===== src/rtl/uart_boot_loader.sv =====
// UART boot loader: receives a length-prefixed, XOR-checksummed program image,
// writes it word by word into instruction memory, then releases the core from reset.
module uart_boot_loader #(
  parameter int CLKS_PER_BIT = 868,
  parameter int IMEM_WORDS   = 256
) (
  input  logic        clk,
  input  logic        rst,
  input  logic        uart_rx,
  output logic        imem_we,
  output logic [31:0] imem_addr,
  output logic [31:0] imem_wdata,
  output logic        core_rst_n,
  output logic        load_done,
  output logic        load_err
);

  localparam int CNT_W = $clog2(CLKS_PER_BIT);
  localparam logic [CNT_W-1:0] HALF_M1 = CNT_W'(CLKS_PER_BIT / 2 - 1);
  localparam logic [CNT_W-1:0] FULL_M1 = CNT_W'(CLKS_PER_BIT - 1);

  typedef enum logic [1:0] {RX_IDLE, RX_START, RX_DATA, RX_STOP} rx_state_t;
  typedef enum logic [2:0] {LEN, DATA, CSUM, DONE, ERR} ld_state_t;

  logic [1:0]       sync_q;
  logic             rx_s;
  rx_state_t        rx_state_q, rx_state_d;
  logic [CNT_W-1:0] cnt_q, cnt_d;
  logic [2:0]       bit_idx_q, bit_idx_d;
  logic [7:0]       shift_q, shift_d;
  logic             byte_valid_q, byte_valid_d;
  logic             frame_err_q, frame_err_d;

  ld_state_t        ld_q, ld_d;
  logic [1:0]       byte_cnt_q, byte_cnt_d;
  logic [31:0]      len_q, len_d;
  logic [29:0]      word_idx_q, word_idx_d;
  logic [7:0]       xor_q, xor_d;
  logic [31:0]      asm_q, asm_d;
  logic             we_q, we_d;
  logic [31:0]      addr_q, addr_d;
  logic [31:0]      wdata_q, wdata_d;
  logic [31:0]      new_len;
  logic [31:0]      new_word;

  assign rx_s = sync_q[1];

  always_ff @(posedge clk or negedge rst) begin
    if (!rst) begin
      sync_q       <= 2'b11;
      rx_state_q   <= RX_IDLE;
      cnt_q        <= '0;
      bit_idx_q    <= '0;
      shift_q      <= '0;
      byte_valid_q <= 1'b0;
      frame_err_q  <= 1'b0;
    end else begin
      sync_q       <= {sync_q[0], uart_rx};
      rx_state_q   <= rx_state_d;
      cnt_q        <= cnt_d;
      bit_idx_q    <= bit_idx_d;
      shift_q      <= shift_d;
      byte_valid_q <= byte_valid_d;
      frame_err_q  <= frame_err_d;
    end
  end

  // Start bit is re-checked at mid-bit so that data bits are sampled near their centres.
  always_comb begin
    rx_state_d   = rx_state_q;
    cnt_d        = cnt_q;
    bit_idx_d    = bit_idx_q;
    shift_d      = shift_q;
    byte_valid_d = 1'b0;
    frame_err_d  = 1'b0;
    case (rx_state_q)
      RX_IDLE: begin
        if (!rx_s) begin
          rx_state_d = RX_START;
          cnt_d      = '0;
        end
      end
      RX_START: begin
        if (cnt_q == HALF_M1) begin
          cnt_d = '0;
          if (rx_s) begin
            rx_state_d = RX_IDLE;
          end else begin
            rx_state_d = RX_DATA;
            bit_idx_d  = '0;
          end
        end else begin
          cnt_d = cnt_q + 1'b1;
        end
      end
      RX_DATA: begin
        if (cnt_q == FULL_M1) begin
          cnt_d   = '0;
          shift_d = {rx_s, shift_q[7:1]};
          if (bit_idx_q == 3'd7) begin
            rx_state_d = RX_STOP;
          end else begin
            bit_idx_d = bit_idx_q + 3'd1;
          end
        end else begin
          cnt_d = cnt_q + 1'b1;
        end
      end
      RX_STOP: begin
        if (cnt_q == FULL_M1) begin
          cnt_d      = '0;
          rx_state_d = RX_IDLE;
          if (rx_s) begin
            byte_valid_d = 1'b1;
          end else begin
            frame_err_d = 1'b1;
          end
        end else begin
          cnt_d = cnt_q + 1'b1;
        end
      end
      default: rx_state_d = RX_IDLE;
    endcase
  end

  always_ff @(posedge clk or negedge rst) begin
    if (!rst) begin
      ld_q       <= LEN;
      byte_cnt_q <= '0;
      len_q      <= '0;
      word_idx_q <= '0;
      xor_q      <= '0;
      asm_q      <= '0;
      we_q       <= 1'b0;
      addr_q     <= '0;
      wdata_q    <= '0;
    end else begin
      ld_q       <= ld_d;
      byte_cnt_q <= byte_cnt_d;
      len_q      <= len_d;
      word_idx_q <= word_idx_d;
      xor_q      <= xor_d;
      asm_q      <= asm_d;
      we_q       <= we_d;
      addr_q     <= addr_d;
      wdata_q    <= wdata_d;
    end
  end

  // Little-endian fields: each new byte enters at the top and shifts the older ones down.
  assign new_len  = {shift_q, len_q[31:8]};
  assign new_word = {shift_q, asm_q[31:8]};

  always_comb begin
    ld_d       = ld_q;
    byte_cnt_d = byte_cnt_q;
    len_d      = len_q;
    word_idx_d = word_idx_q;
    xor_d      = xor_q;
    asm_d      = asm_q;
    we_d       = 1'b0;
    addr_d     = addr_q;
    wdata_d    = wdata_q;
    if (frame_err_q && ld_q != DONE) begin
      ld_d = ERR;
    end else if (byte_valid_q) begin
      case (ld_q)
        LEN: begin
          len_d      = new_len;
          byte_cnt_d = byte_cnt_q + 2'd1;
          if (byte_cnt_q == 2'd3) begin
            if (new_len > 32'(IMEM_WORDS)) begin
              ld_d = ERR;
            end else if (new_len == 32'd0) begin
              ld_d = CSUM;
            end else begin
              ld_d = DATA;
            end
          end
        end
        DATA: begin
          asm_d      = new_word;
          xor_d      = xor_q ^ shift_q;
          byte_cnt_d = byte_cnt_q + 2'd1;
          if (byte_cnt_q == 2'd3) begin
            we_d    = 1'b1;
            addr_d  = {word_idx_q, 2'b00};
            wdata_d = new_word;
            if ({2'b00, word_idx_q} == len_q - 32'd1) begin
              ld_d = CSUM;
            end else begin
              word_idx_d = word_idx_q + 30'd1;
            end
          end
        end
        CSUM: begin
          ld_d = (shift_q == xor_q) ? DONE : ERR;
        end
        default: ;
      endcase
    end
  end

  assign imem_we    = we_q;
  assign imem_addr  = addr_q;
  assign imem_wdata = wdata_q;
  assign load_done  = (ld_q == DONE);
  assign load_err   = (ld_q == ERR);
  assign core_rst_n = load_done;

endmodule

===== config.mk =====
export PLATFORM = sky130hd
export DESIGN_NAME = uart_boot_loader
export DESIGN_NICKNAME = d
export VERILOG_FILES = /design/src/rtl/uart_boot_loader.sv
export SDC_FILE = /design/constraint.sdc
export NUM_CORES = 1
export LEC_CHECK = 0
export CAP_MARGIN = 20
export CORE_ASPECT_RATIO = 1.5
export CORE_MARGIN = 2
export CORE_UTILIZATION = 59
export CTS_CLUSTER_DIAMETER = 40
export DETAILED_ROUTE_END_ITERATION = 12
export GPL_ROUTABILITY_DRIVEN = 1
export GPL_TIMING_DRIVEN = 0
export PLACE_DENSITY = 0.83
export SLEW_MARGIN = 0
export SYNTH_ARGS = -nofsm -noshare
export SYNTH_HDL_FRONTEND = slang
export SYNTH_SLANG_ARGS = --single-unit

===== constraint.sdc =====
create_clock -name clk -period 3.4 [get_ports clk]
set_input_delay 0.68 -clock clk [delete_from_list [all_inputs] [get_ports clk]]
set_output_delay 0.68 -clock clk [all_outputs]
set_load 0.005 [all_outputs]

==> results of run 1 <==
metrics by stage:
stage                     hold slack (ps)  util [%]  instances  cell area (sq um)
final                                 244      71.1       1240              10700
after detailed placement              349      66.6       1208               9990
after global placement                346      66.4       1207               9960
after CTS                             286      70.8       1240              10600
after global routing                  314      71.1       1240              10700
after floorplan                       345         -        940               9030
final timing paths:
| check | startpoint | end | slack [ps] |
|---|---|---|---|
| min in group clk | sync_q[0]$_DFF_PN1_ | sync_q[1]$_DFF_PN1_ | 360 |
| max in group asynchronous | rst | len_q[23]$_DFFE_PN0P_ | 2250 |
| worst max-delay path | len_q[4]$_DFFE_PN0P_ | word_idx_q[1]$_DFFE_PN0P_ | 150 |
| worst min register to register | sync_q[0]$_DFF_PN1_ | sync_q[1]$_DFF_PN1_ | 360 |
| worst min-delay path | rst | imem_wdata[12]$_DFFE_PN0P_ | 240 |
| worst max register to register | len_q[4]$_DFFE_PN0P_ | word_idx_q[1]$_DFFE_PN0P_ | 150 |
logic make-up (layout without fill, tap and decap cells):
logic type / count (synthesis) / after routing / share of synthesized area (%)
other cells: 1 / 2 / 0.0415
flops: 189 / 189 / 52.4
simple gates: 473 / 473 / 24.5
compound gates: 75 / 75 / 5.46
fa+ha+maj: 7 / 7 / 0.970
xor+xnor: 85 / 85 / 8.25
buf+inv: 68 / 169 / 3.31
mux: 41 / 41 / 5.07
layer usage:
| layer | track usage, % | wire [um] |
|---|---|---|
| met5 | 0 | 0 |
| met4 | 14.5 | 974 |
| met3 | 4.27 | 779 |
| met2 | 49.0 | 11300 |
| met1 | 30.3 | 7950 |
worst reg2reg max path: cells and delay by family, from the launching register on:
| kind | cells | cell delay, ps |
|---|---|---|
| AND/OR/NAND/NOR | 4 | 1290 |
| AO/OA/AOI/OAI | 3 | 790 |
| buffers and inverters | 2 | 370 |
| flip-flops | 1 | 360 |
| multiplexers | 1 | 330 |
cells in the mapped netlist, drive strengths merged (8+ instances only):
| library cell | count | area share [%] |
|---|---|---|
| nand2 | 293 | 12 |
| dfrtp | 187 | 52 |
| xor2 | 51 | 4.9 |
| nor3 | 41 | 2.3 |
| clkbuf | 38 | 1.6 |
| mux2 | 38 | 4.7 |
| xnor2 | 34 | 3.3 |
| o21ai | 32 | 1.8 |
| nor2 | 26 | 1.1 |
| nor4 | 20 | 2.1 |
| nand3 | 19 | 1.1 |
| inv | 18 | 0.75 |
| buf | 11 | 0.94 |
| nand4 | 11 | 0.83 |
| nor3b | 10 | 0.83 |
| and3 | 9 | 0.62 |
| nand2b | 8 | 0.55 |
sequential cells by signal, summed over array words and instances, names as in the netlist, 8 cells and up, named ones only:
register / count
shift_q: 8
imem_wdata: 32
len_q: 32
asm_q: 24
xor_q: 8
word_idx_q: 30
imem_addr: 30
cnt_q: 10
power groups by stage:
stage	clock network (W)	logic [W]	registers, W
2_1_floorplan	0	0.00000280	0.00229
3_3_place_gp	0	0.0000487	0.00230
3_5_place_dp	0	0.0000539	0.00229
4_1_cts	0.00209	0.0000537	0.00225
5_1_grt	0.00217	0.0000611	0.00225
6_report	0.00207	0.0000502	0.00225
cell usage in the layout, fill, tap and decap left out, drive strengths merged, types with 3 or more instances in the layout:
| cell type | count |
|---|---|
| a21oi | 7 |
| a311oi | 3 |
| a31oi | 6 |
| and3 | 9 |
| and4 | 6 |
| buf | 12 |
| clkbuf | 57 |
| clkdlybuf4s50 | 67 |
| clkinv | 5 |
| dfrtp | 187 |
| ha | 7 |
| inv | 27 |
| mux2 | 38 |
| mux2i | 3 |
| nand2 | 293 |
| nand2b | 8 |
| nand3 | 19 |
| nand4 | 11 |
| nor2 | 26 |
| nor2b | 7 |
| nor3 | 41 |
| nor3b | 10 |
| nor4 | 20 |
| o21ai | 32 |
| o311ai | 3 |
| o41ai | 3 |
| or2 | 5 |
| or3 | 4 |
| or4 | 6 |
| xnor2 | 34 |
| xor2 | 51 |
final cells by class:
| cell class | instances | area (sq um) |
|---|---|---|
| sequential | 189 | 4730 |
| fill | 1116 | 4340 |
| multi-input combinational | 683 | 4040 |
| timing repair buffer | 69 | 713 |
| clock buffer | 18 | 439 |
| tap | 199 | 249 |
| buffer | 49 | 233 |
| clock inverter | 14 | 186 |
| inverter | 19 | 71.3 |
timing repair:
| item | 4_1_cts | 5_1_grt |
|---|---|---|
| resized for setup | 1 | 8 |
| endpoints found under the hold margin | 0 | 0 |
| hold buffers | 0 | 0 |
| setup endpoints to repair | 5 | 40 |
==> results.sh, run 1 <==
export IMPL_die_h_um=156
export IMPL_combPwrFrac_pct=1.1
export IMPL_core_area_sq_mm=0.0150
export IMPL_totalWireLength_um=21000
export IMPL_crit_path_max_fanout=10
export IMPL_p_sw_w=0.00103
export IMPL_fin_worst_skew_ps=10.5
export IMPL_cp_num_buf_inv=2
export IMPL_synthDistinctLibCells=64
export IMPL_port_buffers=68
export IMPL_synth_edf_count=0
export IMPL_rows=55
export IMPL_worstSetupPathType="flop to flop"
export IMPL_grt_first_pass_wirelength_um=35000
export IMPL_power_w=0.00437
export IMPL_io_pins=71
export IMPL_worst_pin_slew_ps=827
export IMPL_drtPass1Iterations=5
export IMPL_cts_clk_slew_worst_paths_ps=80
export IMPL_status="finished clean"
export IMPL_vdd_drop_max_mv=0.380
export IMPL_track_usage_pct=27.0
export IMPL_drive_gt1_share_pct=10.4
export IMPL_critPathTopFamily="simple AND/OR/NAND/NOR gates"
export IMPL_drv_cap=0
export IMPL_antenna_found_initial=0
export IMPL_drc=0
export IMPL_dpl_worst_slack_ps=-50.3
export IMPL_slowest_delay_ps=470
export IMPL_clock_fmax_mhz=308
export IMPL_grt_max_degree=97
export IMPL_ys_flop_type="dfrtp_1"
export IMPL_r2r_cells=10
export IMPL_wl_per_cell_um=17.0
export IMPL_synth_seq_area_share_pct=52.4
export IMPL_die_x_um=105
export IMPL_period_share_pct=95.5
export IMPL_nets=1038
export IMPL_clock_path_buffers=2
export IMPL_hp_class="primary input to asynchronous set/reset pin"
export IMPL_internal_power_w=0.00335
export IMPL_cts_setup_buffers=0
export IMPL_synthCells=939
export IMPL_num_vias=7109
export IMPL_crit_path_end_kind="flop"
export IMPL_cp_arrival_ps=3560
export IMPL_p_clk_share_pct=47.4
export IMPL_drtAntennaViolNets=0
export IMPL_numClockSinks=189
export IMPL_via_per_inst=5.73
export IMPL_setup_slack_ps=153
export IMPL_setup_viol=0
export IMPL_cts_buffers=17
export IMPL_min_period_ps=3250
export IMPL_final_hold_viol_count=0
export IMPL_sw_frac_of_total_pct=23.5
export IMPL_crit_slowest_cell="or4_1"
export IMPL_seqPwrFrac_pct=51.5
export IMPL_syn_to_final_growth_pct=18.1
export IMPL_slew_viol_final=0
export IMPL_grt_pass1_vias=7358
export IMPL_slew_headroom_pct=44.7
export IMPL_antenna_cells=0
export IMPL_rsz0062_at_grt="no"
export IMPL_critPathLaunchType="flop"
export IMPL_power_density_mw_per_mm2=410
export IMPL_yosysWarningCount=0
export IMPL_dp_hpwl_um=14800
export IMPL_leakage_nw=5.36
export IMPL_root_buffer="clkbuf_16"
export IMPL_worstPathCellList="clkbuf_1 > nor4_2 > nand3b_1 > or4_1 > a211o_1 > a22oi_1 > nand4_2 > o21ai_4 > buf_6 > mux2_1"
export IMPL_path_depth=10
export IMPL_die_area_sq_mm=0.0163
export IMPL_async_flop_share_pct=100
export IMPL_cts_tree="yes"
export IMPL_avgSynthCellArea_sq_um=9.62
export IMPL_syn_cell_area_sq_mm=0.00903
export IMPL_drt_iter0_markers=439
export IMPL_synth_seq_cells=189
export IMPL_setup_tns_ps=0
export IMPL_grt_overflow_total=0
export IMPL_place_congestion=0.880
export IMPL_cp_required_ps=3710
export IMPL_worstSkewPairLatency_ps=430
export IMPL_h_tree_depth=4
export IMPL_initial_core_util_pct=60.2
No activity file was read; power rests on OpenSTA's default activity.
==> inputs of run 2 (changes only) <==
--- a/config.mk
+++ b/config.mk
@@ -14,6 +14,7 @@
 export GPL_ROUTABILITY_DRIVEN = 1
 export GPL_TIMING_DRIVEN = 0
 export PLACE_DENSITY = 0.83
+export SKIP_CTS_REPAIR_TIMING = 1
 export SLEW_MARGIN = 0
 export SYNTH_ARGS = -nofsm -noshare
 export SYNTH_HDL_FRONTEND = slang
==> results of run 2 <==
The final DEF is identical to that of run 1; final timing and power are the same.
